--- src/rtl/token_pass_sequencer.sv ---
// Pass-level sequencer: walks a pass through tile_num tiles, each stepping through
// weight load, FIFO/PE init, preheat, normal loop and drain, with a per-phase watchdog and abort.
`timescale 1ns/1ps

module token_pass_sequencer #(
  parameter int TILE_W = 16,
  parameter int TO_W   = 20
) (
  input  logic              clk,
  input  logic              rst,
  input  logic              pass_start_i,
  input  logic              abort_i,
  input  logic [1:0]        layer_type_i,
  input  logic [TILE_W-1:0] tile_num_i,
  input  logic              weight_reuse_i,
  input  logic              bias_en_i,
  input  logic [TO_W-1:0]   timeout_cycles_i,
  input  logic              weight_load_done_i,
  input  logic              preheat_done_i,
  input  logic              normal_loop_done_i,
  input  logic              drain_done_i,
  output logic              weight_load_state_o,
  output logic              init_fifo_pe_state_o,
  output logic              preheat_state_o,
  output logic              normal_loop_state_o,
  output logic              drain_state_o,
  output logic              phase_start_o,
  output logic [1:0]        layer_type_o,
  output logic [TILE_W-1:0] tile_idx_o,
  output logic              is_bias_o,
  output logic              busy_o,
  output logic              pass_done_o,
  output logic              error_o,
  output logic [3:0]        err_code_o,
  output logic [3:0]        state_o
);

  typedef enum logic [3:0] {
    S_IDLE    = 4'd0,
    S_WLOAD   = 4'd1,
    S_INIT    = 4'd2,
    S_PREHEAT = 4'd3,
    S_NORMAL  = 4'd4,
    S_DRAIN   = 4'd5,
    S_NEXT    = 4'd6,
    S_DONE    = 4'd7,
    S_ERR     = 4'd8
  } state_t;

  state_t            state_r;
  state_t            state_nx_s;
  logic [TILE_W-1:0] tile_idx_r;
  logic [TILE_W-1:0] tile_idx_nx_s;
  logic [TILE_W-1:0] tile_num_r;
  logic              reuse_r;
  logic              bias_r;
  logic              bias_nx_s;
  logic [TO_W-1:0]   to_r;
  logic [TO_W-1:0]   wd_cnt_r;
  logic              start_s;
  logic              wd_hit_s;
  logic              last_tile_s;

  function automatic logic is_phase(input state_t s);
    logic r;
    case (s)
      S_WLOAD, S_INIT, S_PREHEAT, S_NORMAL, S_DRAIN: r = 1'b1;
      default:                                        r = 1'b0;
    endcase
    return r;
  endfunction

  assign start_s     = (state_r == S_IDLE) && pass_start_i;
  // wd_cnt_r holds the 1-based cycle number within the current state
  assign wd_hit_s    = (to_r != {TO_W{1'b0}}) && (wd_cnt_r >= to_r);
  assign last_tile_s = ({1'b0, tile_idx_r} + {{TILE_W{1'b0}}, 1'b1}) >= {1'b0, tile_num_r};
  assign bias_nx_s   = start_s ? bias_en_i : bias_r;
  assign tile_idx_o  = tile_idx_r;
  assign state_o     = state_r;

  // Next-state and next-tile-index decode; abort overrides everything outside IDLE
  always_comb begin
    state_nx_s    = state_r;
    tile_idx_nx_s = tile_idx_r;
    if (abort_i && (state_r != S_IDLE)) begin
      state_nx_s    = S_IDLE;
      tile_idx_nx_s = {TILE_W{1'b0}};
    end else begin
      case (state_r)
        S_IDLE: begin
          if (pass_start_i) begin
            tile_idx_nx_s = {TILE_W{1'b0}};
            if (tile_num_i == {TILE_W{1'b0}}) begin
              state_nx_s = S_DONE;
            end else begin
              state_nx_s = S_WLOAD;
            end
          end else begin
            state_nx_s = S_IDLE;
          end
        end
        S_WLOAD: begin
          if (weight_load_done_i) begin
            state_nx_s = S_INIT;
          end else if (wd_hit_s) begin
            state_nx_s = S_ERR;
          end else begin
            state_nx_s = S_WLOAD;
          end
        end
        S_INIT: begin
          state_nx_s = S_PREHEAT;
        end
        S_PREHEAT: begin
          if (preheat_done_i) begin
            state_nx_s = S_NORMAL;
          end else if (wd_hit_s) begin
            state_nx_s = S_ERR;
          end else begin
            state_nx_s = S_PREHEAT;
          end
        end
        S_NORMAL: begin
          if (normal_loop_done_i) begin
            state_nx_s = S_DRAIN;
          end else if (wd_hit_s) begin
            state_nx_s = S_ERR;
          end else begin
            state_nx_s = S_NORMAL;
          end
        end
        S_DRAIN: begin
          if (drain_done_i) begin
            state_nx_s = S_NEXT;
          end else if (wd_hit_s) begin
            state_nx_s = S_ERR;
          end else begin
            state_nx_s = S_DRAIN;
          end
        end
        S_NEXT: begin
          if (last_tile_s) begin
            state_nx_s = S_DONE;
          end else begin
            tile_idx_nx_s = tile_idx_r + {{(TILE_W-1){1'b0}}, 1'b1};
            if (reuse_r) begin
              state_nx_s = S_INIT;
            end else begin
              state_nx_s = S_WLOAD;
            end
          end
        end
        S_DONE: begin
          state_nx_s    = S_IDLE;
          tile_idx_nx_s = {TILE_W{1'b0}};
        end
        S_ERR: begin
          state_nx_s = S_ERR;
        end
        default: begin
          state_nx_s    = S_IDLE;
          tile_idx_nx_s = {TILE_W{1'b0}};
        end
      endcase
    end
  end

  // State, latched config, watchdog counter and all registered outputs
  always_ff @(posedge clk or posedge rst) begin
    if (rst) begin
      state_r              <= S_IDLE;
      tile_idx_r           <= {TILE_W{1'b0}};
      tile_num_r           <= {TILE_W{1'b0}};
      reuse_r              <= 1'b0;
      bias_r               <= 1'b0;
      to_r                 <= {TO_W{1'b0}};
      wd_cnt_r             <= {TO_W{1'b0}};
      layer_type_o         <= 2'd0;
      weight_load_state_o  <= 1'b0;
      init_fifo_pe_state_o <= 1'b0;
      preheat_state_o      <= 1'b0;
      normal_loop_state_o  <= 1'b0;
      drain_state_o        <= 1'b0;
      phase_start_o        <= 1'b0;
      is_bias_o            <= 1'b0;
      busy_o               <= 1'b0;
      pass_done_o          <= 1'b0;
      error_o              <= 1'b0;
      err_code_o           <= 4'd0;
    end else begin
      state_r    <= state_nx_s;
      tile_idx_r <= tile_idx_nx_s;

      if (start_s) begin
        tile_num_r   <= tile_num_i;
        reuse_r      <= weight_reuse_i;
        bias_r       <= bias_en_i;
        to_r         <= timeout_cycles_i;
        layer_type_o <= layer_type_i;
      end else begin
        tile_num_r   <= tile_num_r;
        reuse_r      <= reuse_r;
        bias_r       <= bias_r;
        to_r         <= to_r;
        layer_type_o <= layer_type_o;
      end

      // Entry into any state restarts the count at cycle 1; saturate rather than wrap
      if (state_nx_s != state_r) begin
        wd_cnt_r <= {{(TO_W-1){1'b0}}, 1'b1};
      end else if (wd_cnt_r != {TO_W{1'b1}}) begin
        wd_cnt_r <= wd_cnt_r + {{(TO_W-1){1'b0}}, 1'b1};
      end else begin
        wd_cnt_r <= wd_cnt_r;
      end

      weight_load_state_o  <= (state_nx_s == S_WLOAD);
      init_fifo_pe_state_o <= (state_nx_s == S_INIT);
      preheat_state_o      <= (state_nx_s == S_PREHEAT);
      normal_loop_state_o  <= (state_nx_s == S_NORMAL);
      drain_state_o        <= (state_nx_s == S_DRAIN);
      phase_start_o        <= is_phase(state_nx_s) && (state_nx_s != state_r);
      busy_o               <= (state_nx_s != S_IDLE);
      pass_done_o          <= (state_nx_s == S_DONE);
      is_bias_o            <= bias_nx_s && (tile_idx_nx_s == {TILE_W{1'b0}}) &&
                              (state_nx_s != S_IDLE);
      error_o              <= (state_nx_s == S_ERR);

      if (state_nx_s == S_ERR) begin
        if (state_r != S_ERR) begin
          err_code_o <= state_r;
        end else begin
          err_code_o <= err_code_o;
        end
      end else begin
        err_code_o <= 4'd0;
      end
    end
  end

  token_pass_sequencer_chk u_chk (
    .clk                  (clk),
    .rst                  (rst),
    .weight_load_state_o  (weight_load_state_o),
    .init_fifo_pe_state_o (init_fifo_pe_state_o),
    .preheat_state_o      (preheat_state_o),
    .normal_loop_state_o  (normal_loop_state_o),
    .drain_state_o        (drain_state_o),
    .busy_o               (busy_o),
    .pass_done_o          (pass_done_o),
    .error_o              (error_o),
    .state_o              (state_o)
  );

endmodule

// Invariants on the sequencer outputs: phase one-hot, busy/error consistent with state.
module token_pass_sequencer_chk (
  input logic       clk,
  input logic       rst,
  input logic       weight_load_state_o,
  input logic       init_fifo_pe_state_o,
  input logic       preheat_state_o,
  input logic       normal_loop_state_o,
  input logic       drain_state_o,
  input logic       busy_o,
  input logic       pass_done_o,
  input logic       error_o,
  input logic [3:0] state_o
);

  a_phase_onehot: assert property (@(posedge clk) disable iff (rst)
    $onehot0({weight_load_state_o, init_fifo_pe_state_o, preheat_state_o,
              normal_loop_state_o, drain_state_o}));

  a_busy_state: assert property (@(posedge clk) disable iff (rst)
    busy_o == (state_o != 4'd0));

  a_error_state: assert property (@(posedge clk) disable iff (rst)
    error_o == (state_o == 4'd8));

  a_done_no_err: assert property (@(posedge clk) disable iff (rst)
    !(pass_done_o && error_o));

endmodule

--- config.mk ---
export PLATFORM = sky130hd
export DESIGN_NAME = token_pass_sequencer
export DESIGN_NICKNAME = d
export VERILOG_FILES = /design/src/rtl/token_pass_sequencer.sv
export SDC_FILE = /design/constraint.sdc
export NUM_CORES = 1
export LEC_CHECK = 0
export ABC_AREA = 0
export CAP_MARGIN = 20
export CORE_MARGIN = 4
export CORE_UTILIZATION = 50
export DETAILED_ROUTE_END_ITERATION = 10
export PLACE_DENSITY_LB_ADDON = 0.08
export SLEW_MARGIN = 10
export SYNTH_ARGS = -nofsm -noshare
export SYNTH_HDL_FRONTEND = slang
export SYNTH_SLANG_ARGS = --single-unit
--- constraint.sdc ---
create_clock -name clk -period 3.6 [get_ports clk]
set_input_delay 0.72 -clock clk [delete_from_list [all_inputs] [get_ports clk]]
set_output_delay 0.72 -clock clk [all_outputs]
set_load 0.005 [all_outputs]
After elaboration in Yosys (flattened, before gate mapping):

Index checks and enable logic that the tools add are counted.
Widths: inputs -> output; s select.

* output and inout bits: 36
* word-level logic and storage cells: 81
* input port bits: 48
* register bits after elaboration: 94

* reduce and logical (&&, ||, !) cells: 15
* add/sub/neg operators: 3
* eq/ne operators: 18
* multiplexer cells: 24
* magnitude comparators: 2

Operators with widths (number)
* $mux 16: 3
* $mux 4: 12
* $pmux 16 s3: 1
* $mux 20: 2
* $logic_not 16->1: 2
* $pmux 4 s8: 1
* $eq 4x3->1 const B: 6
* $add 20x1->20 const B: 1
* $ge 20x20->1: 1
* $ne 20x20->1 const B: 1
* $reduce_bool 20->1: 1
* $add 16x1->17 const B: 1
* $ge 17x16->1: 1
* $add 16x1->16 const B: 1
* $eq 4x2->1 const B: 4
* $eq 4x1->1 const B: 2
* $eq 4x4->1 const B: 2
* $reduce_bool 4->1: 2
* $logic_and 1x1->1: 6
* $mux 3: 2
* $reduce_or 6->1: 1
* $reduce_or 5->1: 1
* $logic_not 4->1: 1
* $ne 4x4->1: 1
* 5 further kinds: 6

Logic depth before layout (Yosys ltp):

* word-level depth: 10
* gate-level depth with buffers: 17
* depth with buffers taken out: 17

Worst setup path after synthesis:

No wires, ideal clock.

* kind: reg2reg
* start: register tile_idx_r[0], in the netlist tile_idx_o[0]
* end: register phase_start_o
* buffers on the path: 1
* stages on the path, launching flop included: 18
* clock period less this slack: 3.727 ns
* library setup time: 0.119 ns
* data arrival time: 3.608 ns
* required time: 3.481 ns
* slack: -0.127 ns
* cells stage by stage: dfrtp_1 -> ha_1 -> nand3_4 -> nor3_4 -> nand3_1 -> nor2_1 -> xor2_1 -> ha_1 -> o21ai_0 -> o21a_1 -> or2_1 -> a221o_2 -> a21oi_2 -> o41ai_4 -> a21oi_2 -> o211ai_2 -> buf_6 -> and2_1

* cells in the longest elaborated chain, start to end: 9
* elaborated cells between the ends (all ways): 14
* those cells by class: 1 x add/sub; 1 x order compare; 6 x eq/ne; 4 x mux; 2 x reduce/logical

RTL lines
* start: declaration: RTL line 52 `logic [TILE_W-1:0] tile_idx_r;`
* start signal: assignment: RTL line 172 `tile_idx_r <= {TILE_W{1'b0}};`
* start signal: assignment: RTL line 192 `tile_idx_r <= tile_idx_nx_s;`
* $add 16x1->17 (*): RTL line 76 `assign last_tile_s = ({1'b0, tile_idx_r} + {{TILE_W{1'b0}}, 1'b1}) >= {1'b0, tile_num_r};`
* $ge 17x16->1 (*): RTL line 76
* $mux 3 (*): RTL line 142 `if (last_tile_s) begin`
* $pmux 4 s8 (*): RTL line 89 `case (state_r)`
* $mux 4 (*): RTL line 85 `if (abort_i && (state_r != S_IDLE)) begin`
* $eq 4x1->1, or another cell as far along: RTL line 66 `case (s)`
* $reduce_or 5->1: RTL line 66
* $mux 1: RTL line 66
* $logic_and 1x1->1 (*): RTL line 222 `phase_start_o <= is_phase(state_nx_s) && (state_nx_s != state_r);`
* end signal: assignment: RTL line 222
* end: declaration: RTL line 27 `output logic phase_start_o,`

Mark *: on every way between the ends. The rest lies on a longest branch, timed or not.
A chain may end at the register's enable or synchronous reset.

Worst setup path in the final report:

* start: register tile_idx_r[1], in the netlist tile_idx_o[1]
* end: register is_bias_o

* cells in the longest elaborated chain, start to end: 8
* elaborated cells between the ends (all ways): 14
* those cells by class: 2 x add/sub; 1 x order compare; 7 x mux; 4 x reduce/logical

RTL lines
* $add 16x1->17: RTL line 76
* $ge 17x16->1: RTL line 76
* $mux 16: RTL line 142
* $pmux 16 s3: RTL line 89
* $mux 16: RTL line 85
* $logic_not 16->1: RTL line 225 `is_bias_o <= bias_nx_s && (tile_idx_nx_s == {TILE_W{1'b0}}) &&`
* $logic_and 1x1->1: RTL line 225
* $logic_and 1x1->1 (*): RTL line 225
* end signal: assignment: RTL line 225
* end: declaration: RTL line 30 `output logic is_bias_o,`

Marks and branches as above.

==> out/summary.md <==
### Finish
• share of post-route cells with drive strength above 1: 0.225
• layout overhead on the synthesized area: 29.6%
• count of filler cells inserted in the layout: 972
• post-route core utilization: 0.668
• most common cell after layout, fill and taps aside: sky130_fd_sc_hd__dfrtp_1
• highest-count cells in the layout ignoring fill and taps: sky130_fd_sc_hd__dfrtp_1, sky130_fd_sc_hd__clkdlybuf4s50_1, sky130_fd_sc_hd__buf_4
• area of the multi-input gates: 3340 um^2
• Storage cell area: 2350 um^2
• diode count: 0
• Layout Nets: 837
• non-filler instance count after layout: 899

### STA
• final setup violation count: 0
• final setup slack of the worst path: 0.0228 ns
• Final Hold Vio Count: 0
• worst slew slack as a fraction of its limit: 0.418
• Slew Viols, Final: 0
• transition time at the pin with the least slew margin: 0.874 ns
• time the worst path needs with I/O delays and setup: 3.58 ns
• timing-limited maximum frequency: 280 MHz
• final cycle utilization of the critical path: 0.994
• worst-case clock skew: 0.00578 ns
• hold_ws: 0.503 ns
• RSZ-0062 raised after global routing: yes

### Critical path
• startpoint type of the worst setup path: register
• cell mode on critical path: sky130_fd_sc_hd__buf_4
• type of the worst setup path: register to register
• cells along the critical path: nand3_1 > nor2_2 > buf_4 > nand3_1 > nor2_2 > xor2_1 > ha_1 > nand4_1 > nor4_1 > buf_4 > a31oi_1 > o21ai_0 > o21ai_0 > buf_4 > nand2_1 > o21ai_0 > buf_4 > nand2_2 > and4b_1
• sort of element at the end of the critical path: register
• Worst path slowest cell: sky130_fd_sc_hd__dfrtp_1
• r2r setup slk: 0.02 ns
• depth of the worst register-to-register path: 19
• buffers and inverters on the worst path: 4
• highest cell delay on the worst timing path: 0.42 ns
• critical path data required time: 3.84 ns
• origin of the worst setup path: tile_idx_o[1]
• maximum fanout along the worst path: 4
• cell family with the largest share of critical-path delay: simple AND/OR/NAND/NOR gates
• arrival time at the worst endpoint: 3.81 ns
• endpoint of the worst-slack reg-to-reg timing path: is_bias_o
• Crit Reg-Reg Startpoint: tile_idx_o[1]

### Die
• row count: 39
• vertical die dimension: 117 um
• starting density of the core: 0.516
• chip width: 117 um
• Core ar.: 11500 um^2
• Total Die Area: 13700 um^2
• Boundary Pins: 84

### Global routing
• overall overflow remaining after global route: 0
• global router's overall resource usage: 0.244
• wire length of the first global-routing pass: 25900 um
• maximum number of pins on one net before global-route repair: 50
• via count of the first global-routing pass: 5141
• number of antenna violations at the first check in global routing: 0

### CTS
• root buffer selected by CTS: sky130_fd_sc_hd__clkbuf_16
• Worst-Skew Late Latency: 0.35 ns
• Reg clk slew, reported paths: 0.07 ns
• worst-case clock buffer depth: 2
• TritonCTS clock tree: built
• CTS H-Tree Depth: 3
• number of sinks on the clock net: 94
• cts bufs inserted: 9

### Placement
• number of buffers added on ports: 83
• GPL Wtd Cong: 0.895
• Cells after DPL: 880
• post-place setup slack: -0.0991 ns
• half-perimeter wire length of the detailed placement result: 12100 um

### Synthesis
• portion of the post-synthesis area used by sequential elements: 0.396
• synthesized netlist net count: 702
• Seq cells post-synth: 94
• Cell variety after synth: 78
• synthesized area divided by synthesized cell count: 9.64 um^2
• share of async-settable or async-resettable flops after synthesis: 1.00
• most frequently used flop master after synthesis: sky130_fd_sc_hd__dfrtp_1
• number of enable-type register cells in the synthesized netlist: 0
• number of instances in the synthesized netlist: 616
• Post-Synthesis Cell Area: 5940 um^2
• total of warnings raised by yosys: 0

### Worst hold path
• startpoint of the worst hold path: tile_num_r[13]
• Min-Delay Endpoint: tile_num_r[13]
• count of cells along the worst hold path: 1
• Min-Delay Path Class: register to register

### Power and ir drop
• fraction of power consumed by sequential logic: 0.368
• cell area power density: 567 nW/um^2
• power dissipated by switching net loads: 1.58 mW
• P_int: 2.78 mW
• combinational power share: 0.419
• maximum vdd ir drop: 408 uV
• switching share of power: 0.363
• portion of total power attributed to the clock network: 0.212
• leakage: 3.44 nW

### Detailed routing
• Post-route DRC: 0
• first-pass detailed-route iteration total: 5
• initial drt markers: 307
• wire length on met2: 7170 um
• Avg WL per Cell: 17.4 um
• antenna violation net count after detailed routing: 0
• Vias/cell: 5.65
• total met3 wirelength after detailed routing: 535 um
• Highest Signal Layer: met4
• total wire length: 15600 um
• overall via count from detail_route: 5076
• post-route met1 wirelength: 7670 um

### Run
• count of maximum capacitance violations: 0

### Run status
• outcome: completed

-- power groups by stage --
stage / registers [mW] / logic (mW) / clock network [mW]
floorplan: 1.52 / 1.22 / 0
global placement: 1.61 / 1.75 / 0
detailed placement: 1.63 / 1.80 / 0
CTS: 1.61 / 1.84 / 0.950
global route: 1.65 / 2.03 / 0.999
finish: 1.61 / 1.83 / 0.927
-- sequential cells by signal, summed over array words and instances, names as in the netlist, 2 cells and up --
register,cells
err_code_o,4
layer_type_o,2
state_o,4
tile_idx_o,16
tile_num_r,16
to_r,20
wd_cnt_r,20
-- through the flow --
| stage | total power, mW | instance area [um^2] | setup TNS (ns) |
|---|---|---|---|
| 6_report | 4.36 | 7690 | 0 |
| 4_1_cts | 4.39 | 7660 | 0 |
| 3_3_place_gp | 3.36 | 7310 | -0.0548 |
| 2_1_floorplan | 2.74 | 5960 | 0 |
| 5_1_grt | 4.67 | 7690 | -2.17 |
| 3_5_place_dp | 3.43 | 7310 | -0.288 |
-- worst max-delay path by stage --
stage / to / slack, ns / cells past startpoint
finish: is_bias_o / 0.02 / 19
detailed placement: is_bias_o / -0.1 / 17
CTS: is_bias_o / 0.03 / 15
floorplan: phase_start_o / 0.03 / 17
global route: is_bias_o / -0.18 / 15
global placement: is_bias_o / -0.05 / 18
-- synth_stat cells (all sizes together), types with 7 or more instances --
| master | count | area share |
|---|---|---|
| dfrtp | 94 | 0.40 |
| nor2b | 9 | 0.0095 |
| mux2 | 40 | 0.076 |
| nand3 | 23 | 0.021 |
| o21a | 8 | 0.010 |
| xnor2 | 14 | 0.021 |
| clkbuf | 7 | 0.0046 |
| nor4 | 14 | 0.016 |
| nand4 | 13 | 0.014 |
| buf | 16 | 0.021 |
| xor2 | 16 | 0.024 |
| ha | 38 | 0.080 |
| nand2 | 45 | 0.029 |
| inv | 49 | 0.031 |
| nor3 | 15 | 0.016 |
| a21oi | 22 | 0.022 |
| o21ai | 35 | 0.032 |
| a211oi | 7 | 0.012 |
| nor2 | 64 | 0.041 |
-- final cells by class --
class                      instances  area share
tap                              143      0.0233
sequential                        94       0.306
clock inverter                     6     0.00569
multi-input combinational        449       0.434
clock buffer                      10      0.0311
inverter                          49      0.0241
timing repair buffer             148       0.176
-- per-layer routing --
layer | vias up | track usage
li1 | 2456 | -
met5 | - | 0
met1 | 2492 | 0.348
met2 | 112 | 0.382
met3 | 16 | 0.0370
met4 | 0 | 0.0780
-- worst reg2reg max path: cells and delay by family, from the launching register on --
kind / cells / cell delay, ns
flops: 1 / 0.42
xor+xnor: 1 / 0.18
buf+inv: 4 / 0.65
compound gates: 4 / 0.81
fa+ha+maj: 1 / 0.29
simple gates: 9 / 1.13
-- what timing repair did --
item                                    4_1_cts  5_1_grt
endpoints found under the setup margin       12       27
gates resized for setup                      10        8
hold endpoints to repair                      0        0
hold buffers                                  0        0
pin swaps                                    10        6
setup buffers                                 3        0
-- cells by family (layout without fill, tap and decap cells) --
group | after synthesis | after routing | share of synthesized area
buffers and inverters | 73 | 213 | 0.0582
AOI/OAI and AO/OA | 115 | 115 | 0.143
DFF | 94 | 94 | 0.396
and+or+nand+nor | 224 | 224 | 0.199
muxes | 42 | 42 | 0.0792
adders and majority gates | 38 | 38 | 0.0801
xor gates and xnor gates | 30 | 30 | 0.0443
Power figures use the tool's default switching activity.
